==> src/rtl/fpga_clk_pkg.sv <==
// Package for the multi-channel slow-clock generator.
// Provides the divider width, the minimum legal ratio, the ratio type,
// the per-channel state encoding and the ratio clamp helper.
package fpga_clk_pkg;

  localparam int unsigned DIV_W   = 16;
  localparam int unsigned MIN_DIV = 2;

  typedef logic [DIV_W-1:0] div_t;

  typedef enum logic [1:0] {
    IDLE     = 2'd0,
    RUN      = 2'd1,
    STOPPING = 2'd2
  } ch_state_e;

  // Ratios below MIN_DIV cannot form a high and a low phase, so they are raised to MIN_DIV.
  function automatic div_t clamp_div(input div_t n);
    div_t r;
    if (n < div_t'(MIN_DIV)) begin
      r = div_t'(MIN_DIV);
    end else begin
      r = n;
    end
    return r;
  endfunction

endpackage

==> src/rtl/fpga_clk_div_ch.sv <==
// One divided-clock channel: period counter, pending-ratio register with
// valid/ready handshake, and the IDLE/RUN/STOPPING sequencer.
// Ports:
//   clk_i        reference clock
//   rst_i        asynchronous active-high reset
//   locked_i     generator settle time has elapsed
//   en_i         run enable
//   div_valid_i  new-ratio request
//   div_i        requested ratio (clamped to >= 2 when latched)
//   div_ready_o  no ratio pending, a new one can be accepted
//   clk_o        divided clock, registered
module fpga_clk_div_ch
  import fpga_clk_pkg::*;
#(
  parameter div_t DEFAULT_DIV = DIV_W'(4)
) (
  input  logic clk_i,
  input  logic rst_i,
  input  logic locked_i,
  input  logic en_i,
  input  logic div_valid_i,
  input  div_t div_i,
  output logic div_ready_o,
  output logic clk_o
);

  ch_state_e state_q, state_d;
  div_t      cnt_q, cnt_d;
  div_t      act_q, act_d;
  div_t      pend_q, pend_d;
  logic      pend_v_q, pend_v_d;
  logic      clk_q, clk_d;

  div_t      hi_s;
  logic      boundary_s;
  logic      tick_s;

  // High phase length is ceil(N/2); the counter wraps after position N-1.
  assign hi_s       = act_q - (act_q >> 1);
  assign boundary_s = (cnt_q == (act_q - div_t'(1)));

  // Sequencer, period counter, ratio apply and handshake next-state logic.
  always_comb begin
    state_d  = state_q;
    cnt_d    = cnt_q;
    act_d    = act_q;
    pend_d   = pend_q;
    pend_v_d = pend_v_q;
    clk_d    = 1'b0;
    tick_s   = 1'b0;

    case (state_q)
      IDLE: begin
        if (en_i && locked_i) begin
          tick_s  = 1'b1;
          state_d = RUN;
        end else begin
          tick_s  = 1'b0;
          state_d = IDLE;
        end
      end
      RUN: begin
        tick_s = 1'b1;
        if (en_i) begin
          state_d = RUN;
        end else if (boundary_s) begin
          state_d = IDLE;
        end else begin
          state_d = STOPPING;
        end
      end
      STOPPING: begin
        // Re-enable before the boundary resumes without a gap.
        tick_s = 1'b1;
        if (en_i) begin
          state_d = RUN;
        end else if (boundary_s) begin
          state_d = IDLE;
        end else begin
          state_d = STOPPING;
        end
      end
      default: begin
        tick_s  = 1'b0;
        state_d = IDLE;
      end
    endcase

    if (tick_s) begin
      clk_d = (cnt_q < hi_s);
      if (boundary_s) begin
        cnt_d = div_t'(0);
        // Only a ratio pending before this cycle is applied, so a transfer
        // coinciding with the boundary waits for the next one.
        if (pend_v_q) begin
          act_d    = pend_q;
          pend_v_d = 1'b0;
        end else begin
          act_d    = act_q;
        end
      end else begin
        cnt_d = cnt_q + div_t'(1);
      end
    end else begin
      cnt_d = cnt_q;
    end

    if (div_valid_i && !pend_v_q) begin
      pend_d   = clamp_div(div_i);
      pend_v_d = 1'b1;
    end else begin
      pend_d   = pend_q;
    end
  end

  // Channel state registers.
  always_ff @(posedge clk_i or posedge rst_i) begin
    if (rst_i) begin
      state_q  <= IDLE;
      cnt_q    <= div_t'(0);
      act_q    <= DEFAULT_DIV;
      pend_q   <= DEFAULT_DIV;
      pend_v_q <= 1'b0;
      clk_q    <= 1'b0;
    end else begin
      state_q  <= state_d;
      cnt_q    <= cnt_d;
      act_q    <= act_d;
      pend_q   <= pend_d;
      pend_v_q <= pend_v_d;
      clk_q    <= clk_d;
    end
  end

  assign div_ready_o = ~pend_v_q;
  assign clk_o       = clk_q;

endmodule

==> src/rtl/fpga_clk_div_gen.sv <==
// Multi-channel runtime-programmable slow-clock generator.
// Holds the settle/lock counter and slices the per-channel ports onto
// NUM_CH independent fpga_clk_div_ch instances.
// Ports:
//   ref_clk_i    reference clock, the only clock
//   rst_i        asynchronous active-high reset
//   en_i         per-channel run enable
//   div_valid_i  per-channel new-ratio request
//   div_i        per-channel ratio, channel c at [c*DIV_W +: DIV_W]
//   div_ready_o  per-channel ready for a new ratio
//   clk_o        divided clocks, registered
//   locked_o     settle time elapsed; stays high until reset
module fpga_clk_div_gen #(
  parameter int               NUM_CH      = 2,
  parameter int               DIV_W       = 16,
  parameter logic [DIV_W-1:0] DEFAULT_DIV = 16'd4,
  parameter int               LOCK_CYCLES = 16
) (
  input  logic                    ref_clk_i,
  input  logic                    rst_i,
  input  logic [NUM_CH-1:0]       en_i,
  input  logic [NUM_CH-1:0]       div_valid_i,
  input  logic [NUM_CH*DIV_W-1:0] div_i,
  output logic [NUM_CH-1:0]       div_ready_o,
  output logic [NUM_CH-1:0]       clk_o,
  output logic                    locked_o
);

  localparam int LOCK_W = ($clog2(LOCK_CYCLES + 1) > 0) ? $clog2(LOCK_CYCLES + 1) : 1;

  if (DIV_W != int'(fpga_clk_pkg::DIV_W)) begin : g_div_w_check
    $error("DIV_W must equal fpga_clk_pkg::DIV_W");
  end

  logic [LOCK_W-1:0] lock_cnt_q, lock_cnt_d;
  logic              locked_q, locked_d;

  // Lock counter: counts LOCK_CYCLES edges, then raises locked one edge later.
  always_comb begin
    lock_cnt_d = lock_cnt_q;
    locked_d   = locked_q;
    if (!locked_q) begin
      if (lock_cnt_q == LOCK_W'(LOCK_CYCLES)) begin
        locked_d = 1'b1;
      end else begin
        lock_cnt_d = lock_cnt_q + LOCK_W'(1);
      end
    end else begin
      locked_d = 1'b1;
    end
  end

  // Lock registers.
  always_ff @(posedge ref_clk_i or posedge rst_i) begin
    if (rst_i) begin
      lock_cnt_q <= LOCK_W'(0);
      locked_q   <= 1'b0;
    end else begin
      lock_cnt_q <= lock_cnt_d;
      locked_q   <= locked_d;
    end
  end

  assign locked_o = locked_q;

  for (genvar c = 0; c < NUM_CH; c++) begin : g_ch
    fpga_clk_div_ch #(
      .DEFAULT_DIV (fpga_clk_pkg::div_t'(DEFAULT_DIV))
    ) u_ch (
      .clk_i       (ref_clk_i),
      .rst_i       (rst_i),
      .locked_i    (locked_q),
      .en_i        (en_i[c]),
      .div_valid_i (div_valid_i[c]),
      .div_i       (div_i[c*DIV_W +: DIV_W]),
      .div_ready_o (div_ready_o[c]),
      .clk_o       (clk_o[c])
    );
  end

endmodule

==> config.mk <==
export PLATFORM = sky130hd
export DESIGN_NAME = fpga_clk_div_gen
export DESIGN_NICKNAME = d
export VERILOG_FILES = /design/src/rtl/fpga_clk_pkg.sv /design/src/rtl/fpga_clk_div_ch.sv /design/src/rtl/fpga_clk_div_gen.sv
export SDC_FILE = /design/constraint.sdc
export NUM_CORES = 1
export LEC_CHECK = 0
export CORE_MARGIN = 1
export CORE_UTILIZATION = 35
export DETAILED_ROUTE_END_ITERATION = 10
export PLACE_DENSITY = 0.61
export SLEW_MARGIN = 30
export SYNTH_ARGS = -nofsm -noshare
export SYNTH_HDL_FRONTEND = slang
export SYNTH_SLANG_ARGS = --single-unit
==> constraint.sdc <==
create_clock -name ref_clk_i -period 3.8 [get_ports ref_clk_i]
set_input_delay 0.57 -clock ref_clk_i [delete_from_list [all_inputs] [get_ports ref_clk_i]]
set_output_delay 0.57 -clock ref_clk_i [all_outputs]
set_load 0.05 [all_outputs]
==> results of run 1 <==
-- area by class of cell --
class / instances / share of cell area (%)
Clock buffer: 9 / 2.47
Clock inverter: 7 / 0.961
Inverter: 67 / 2.79
Timing Repair Buffer: 49 / 5.32
Multi-Input combinational cell: 606 / 54.3
Tap cell: 285 / 3.91
Sequential cell: 110 / 30.2
-- per-stage QoR --
stage | cells | util (%)
floorplan | 801 | -
global route | 1133 | 40.3
detailed placement | 1117 | 38.9
CTS | 1133 | 40.3
finish | 1133 | 40.3
global placement | 1117 | 38.9
-- registers in the layout, summed over array words and instances (netlist names) --
signal,cells
locked_o,1
g_ch.u_ch.cnt_q,32
g_ch.u_ch.act_q,32
g_ch.u_ch.state_q,4
lock_cnt_q,5
g_ch.u_ch.pend_v_q,2
g_ch.u_ch.clk_o,2
g_ch.u_ch.pend_q,32
-- worst max-delay path by stage --
stage | endpoint | slack (ns) | cells past startpoint
floorplan | g_ch[0].u_ch.act_q[0] | 0.33 | 1
global placement | g_ch[0].u_ch.clk_o | 0.32 | 15
detailed placement | g_ch[0].u_ch.clk_o | 0.29 | 15
CTS | g_ch[0].u_ch.clk_o | 0.28 | 15
global route | g_ch[0].u_ch.clk_o | 0.02 | 15
finish | g_ch[0].u_ch.clk_o | 0.28 | 15
-- layout by cell type (no fill, tap or decap), types with 16 or more instances in the layout --
cell type / instances
xor2_1: 39
xnor2_1: 67
nand3_1: 19
mux2_2: 43
inv_1: 66
a21oi_1: 31
nand2_1: 34
nor3_1: 17
dfrtp_1: 106
o21ai_0: 20
mux2_4: 16
clkdlybuf4s50_1: 42
ha_1: 100
nor2_1: 56
-- where the power goes --
group	internal [mW]	total (mW)	switching (mW)	leakage [nW]
logic	2.49	5.26	2.77	2.60
clock network	0.529	1.02	0.487	0.154
registers	1.57	1.97	0.397	1.40
total	4.59	8.24	3.65	4.16
-- per-layer routing --
metal / up-vias / part of all wire [%] / GRT usage, %
met5: - / 0 / 0
met4: 0 / 1.6 / 4.19
met3: 18 / 2.7 / 2.68
met2: 74 / 48 / 25.5
met1: 2634 / 48 / 18.5
li1: 2879 / - / -
-- cells by family after synthesis --
group                    count (synthesis)
AND/OR/NAND/NOR                        227
adder cells (fa/ha/maj)                102
XOR/XNOR                               106
flip-flops                             110
buffers and inverters                   85
multiplexers                            61
AO/OA/AOI/OAI                          110
==> results.md, run 1 <==
- Total Wirelength: 16000 um
- Asr flop ratio synth: 100%
- PwrDens: 904 nW/um2
- CTS clk-pin slew, worst paths: 0.08 ns
- Top-count cell post-synth: dfrtp_1
- Outcome: finished, final reports clean
- Reg2reg end: g_ch[0].u_ch.clk_o
- Worst Hold Class: flop to flop
- Worst path arrival time: 3.76 ns
- Fmax: 284 MHz
- Cell Area, Synth: 8070 um2
- Worst reg2reg path depth: 15
- Port Buffers: 42
- Launch point of the worst path: g_ch[0].u_ch.act_q[0]
- Synth top area share: 32.9%
- Hold_buf cts: 0
- Clock root cell: clkbuf_16
- Worst reg2reg setup slack: 0.28 ns
- CTS H-Tree Depth: 3
- Post-Place Cell Area: 8800 um2
- Fin. max-slew vios: 0
- Number of synthesized flops with an enable pin: 0
- Final ANT Viol Nets: 0
- DP Wirelength: 12600 um
- Ys flop type: dfrtp_1
- Layout cell share with drive strength beyond 1: 11.6%
- Die W: 154 um
- DRC: 0
- Compound-Gate Fraction of Synth Area: 9.21%
- CP max FO: 5
- First-pass GRT wire length: 27900 um
- Post-route worst setup slack: 0.285 ns
- Pin count of the biggest net entering global routing: 49
- Die ar.: 23700 um2
- Post-Synth Adder-Cell Area: 16.0%
- Hold Startpoint: lock_cnt_q[4]
- Initial antenna violation count: 0
- Simple-Gate Fraction of Synth Area: 15.4%
- Max stage delay on crit path: 0.42 ns
- CP startpoint kind: flop
- Sink Count: 110
- Post-synth top area cell: dfrtp_1
- Crit. End Element: flop
- Reg-to-Reg Start: g_ch[0].u_ch.act_q[0]
- Cell mode on critical path: a21oi_1
- Initial Util: 35.6%
- Final instance area: 9120 um2
- Via count: 5605
- Nets@finish: 983
- Total negative slack: 0 ns
- Die H: 154 um
- Max VDD drop: 339 uV
- Via-to-Cell Ratio: 4.95
- Period Utilization, post-route: 92.5%
- Synthesis Warnings: 0
- Setup CP Type: flop to flop
- Slowest cell on crit path: dfrtp_1
- Crit-path cells: inv_1 > ha_1 > inv_1 > fa_1 > nor2b_1 > o21bai_1 > a21oi_1 > o221ai_1 > a21oi_1 > and4b_1 > or3_1 > ha_1 > nand4_1 > nor4_1 > a21oi_1
- Vias in the first global route: 5737
- Post-Syn Instances: 801
- Final Setup Violations: 0
- Ant diodes: 0
- LEAKAGE: 4.16 nW
- Num CTS Buffers: 9
- GPL Wtd Cong: 0.836
- Worst path required time: 4.05 ns
- Avg WL per Cell: 14.1 um
- Post-synth top cells: dfrtp_1, ha_1, inv_1, xnor2_1, nor2_1
- Clock Latency Late Sink: 0.37 ns
- CTS tree: built
- RSZ-0062 raised after global routing: no
- Reg area: 2760 um2
- Final Hold Viols: 0
- Overall Global Routing Usage: 14.7%
- Syn nets: 941
- Buf/Inv on CP: 2
- Row cnt: 55
- Top cells by area, synth: dfrtp_1, ha_1, xnor2_1
- Count of different cell masters after synthesis: 63
- Xor/xnor share of the synthesized area: 11.5%
- Deepest clock path buffer count: 2
- Area Growth Syn to Fin: 13.0%
- Initial DRC Count: 212
- Worst slew margin: 56.8%
- Mux contribution to synthesized area: 9.23%
- Main combinational cell family by area after synthesis: adder cells
- Fillers: 2215
- Pwr Total: 8.24 mW
- DR pass1 iterations: 5
- Final period demand of the worst path: 3.52 ns
- Post-CTS setup buffer count: 0
- WHS Endpoint: lock_cnt_q[4]
- Layout Skew: 0.00963 ns
- Post-cts resize count: 0
- Cells on Worst Hold Path: 1
- Place WS: 0.294 ns
- Syn avg cell area: 10.1 um2
- Core Region: 22600 um2
- Top delay family on crit path: simple AND/OR/NAND/NOR gates
- Slew @ Worst Pin: 0.646 ns
- Max_cap viols: 0
- Grt ovf: 0
- Yosys reg bits: 110
- Multi-input logic area: 4950 um2
- Total I/O pin count: 43
- Hold slack: 0.479 ns
- Seq/Total Area, Yosys: 34.2%
(Power assumes the default switching activity.)
==> run 2: changes to the inputs <==
CORE_UTILIZATION = 55   (was 35)
PLACE_DENSITY = 0.84   (was 0.61)
==> results.md, run 2 (synthesis gave the netlist of run 1 again) <==
- Outcome: finished, final reports clean
- CTS tree: built
- Placed cells: 1009
- Vias in the first global route: 5910
- Die ar.: 15200 um2
- Die H: 123 um
- Total Wirelength: 16500 um
- CP startpoint kind: flop
- Grt ovf: 0
- DR pass1 iterations: 5
- Crit. End Element: flop
- Final period demand of the worst path: 3.52 ns
- LEAKAGE: 4.15 nW
- PwrDens: 937 nW/um2
- Grt met3 use: 3.83%
- Initial Util: 57.2%
- Initial DRC Count: 271
- Period Utilization, post-route: 92.7%
- Most common cell after layout, fill and taps aside: dfrtp_1
- Layout Skew: 0.0133 ns
- Hold_buf cts: 0
- Final Util: 63.7%
- Worst path arrival time: 3.81 ns
- Clock root cell: clkbuf_16
- Row cnt: 43
- CTS H-Tree Depth: 3
- Setup CP Type: flop to flop
- Via-to-Cell Ratio: 5.76
- Num CTS Buffers: 9
- Worst slew margin: 53.2%
- Final Hold Viols: 0
- Multi-input logic area: 4960 um2
- Place WS: 0.359 ns
- Core Region: 14100 um2
- Total I/O pin count: 43
- Worst path required time: 4.09 ns
- Commonest cells after routing, fill and taps aside: dfrtp_1, ha_1, xnor2_1, inv_1, nor2_1
- Area Growth Syn to Fin: 11.4%
- Layout cell share with drive strength beyond 1: 11.2%
- Final ANT Viol Nets: 0
- Clock Latency Late Sink: 0.36 ns
- Most Crowded Layer GR: met2
- Fillers: 1099
- Pin count of the biggest net entering global routing: 77
- Fmax: 284 MHz
- Post-route worst setup slack: 0.279 ns
- Met2 usage: 42.7%
- Port Buffers: 42
- Sink Count: 110
- Deepest clock path buffer count: 2
- Biggest regs: g_ch.u_ch.act_q x32, g_ch.u_ch.cnt_q x32, g_ch.u_ch.pend_q x32
- Ant diodes: 0
- Final Setup Violations: 0
- Pwr Total: 8.42 mW
- Max VDD drop: 542 uV
- Worst Hold Class: flop to flop
- Overall Global Routing Usage: 24.2%
- Met1 usage: 29.9%
- Initial antenna violation count: 0
- Nets@finish: 980
- Slew @ Worst Pin: 0.695 ns
- Layout Cells excl Fill: 1025
- Via count: 5908
- RSZ-0062 raised after global routing: no
- First-pass GRT wire length: 28300 um
- Die W: 123 um
- DRC: 0
- Reg area: 2760 um2
- CTS clk-pin slew, worst paths: 0.08 ns
- Max_cap viols: 0
- DP Wirelength: 12700 um
- Avg WL per Cell: 16.1 um
- GPL Wtd Cong: 0.914
- Total negative slack: 0 ns
- CP max FO: 4
- Fin. max-slew vios: 0
[run 2: cell types whose count changed in the layout (fill, tap and decap cells not counted), sizes merged]
| cell | previous run | this run |
|---|---|---|
| clkbuf | 9 | 10 |
| buf | 7 | 4 |
| inv | 71 | 68 |
| clkinv | 2 | 3 |
| bufinv | 1 | 2 |
[run 2: critical path, stage by stage (launching register included)]
cell and delay, ns:
dfstp_2 0.57, inv_1 0.10, ha_1 0.34, nand2b_1 0.16, a21oi_1 0.27, o21bai_1 0.13
a211oi_1 0.40, o221ai_1 0.28, nor4b_1 0.32, a211o_1 0.16, ha_1 0.24, nor2b_1 0.13
o21ai_0 0.14, o211ai_1 0.11, a21oi_1 0.12
[run 2: stage by stage]
step	cell area, um2	hold WS (ns)
after floorplan	8070	0.445
after global placement	8650	0.462
after detailed placement	8650	0.474
after CTS	8970	0.484
after global routing	8980	0.501
final	8980	0.483
[run 2: layer usage]
layer | wire (um) | up-vias
met5 | 0 | -
met1 | 7290 | 2885
li1 | - | 2885
met2 | 8300 | 108
met4 | 419 | 0
met3 | 509 | 30
[run 2: cell type report]
cell class,instances,share of cell area (%)
multi-input combinational,606,55.2
sequential,110,30.7
timing repair buffer,46,5.15
inverter,67,2.86
clock buffer,10,2.55
tap,180,2.51
clock inverter,6,1.06
[run 2: path summary, 6_finish.rpt]
check                                      startpoint                     end  slack [ns]  cells past startpoint
worst max register to register  g_ch[1].u_ch.act_q[2]      g_ch[1].u_ch.clk_o        0.28                     14
worst max-delay path            g_ch[1].u_ch.act_q[2]      g_ch[1].u_ch.clk_o        0.28                     14
max in group asynchronous                       rst_i   g_ch[1].u_ch.cnt_q[5]        2.48                      3
worst min register to register          lock_cnt_q[4]           lock_cnt_q[4]        0.48                      1
min in group asynchronous                       rst_i  g_ch[1].u_ch.pend_q[1]        0.71                      2
worst min-delay path                    lock_cnt_q[4]           lock_cnt_q[4]        0.48                      1
[run 2: power breakdown]
part           leakage (nW)  switching [mW]  total [mW]  internal [mW]
combinational          2.59            2.91        5.41           2.50
sequential             1.40           0.410        1.98           1.57
clock                 0.157           0.443        1.03          0.584
total                  4.15            3.77        8.42           4.65
[run 2: repair_timing]
| item | in CTS | in global routing |
|---|---|---|
| resized for setup | 0 | 1 |
| endpoints found under the hold margin | 0 | 0 |
| endpoints found under the setup margin | 0 | 1 |
| setup buffers | 0 | 0 |
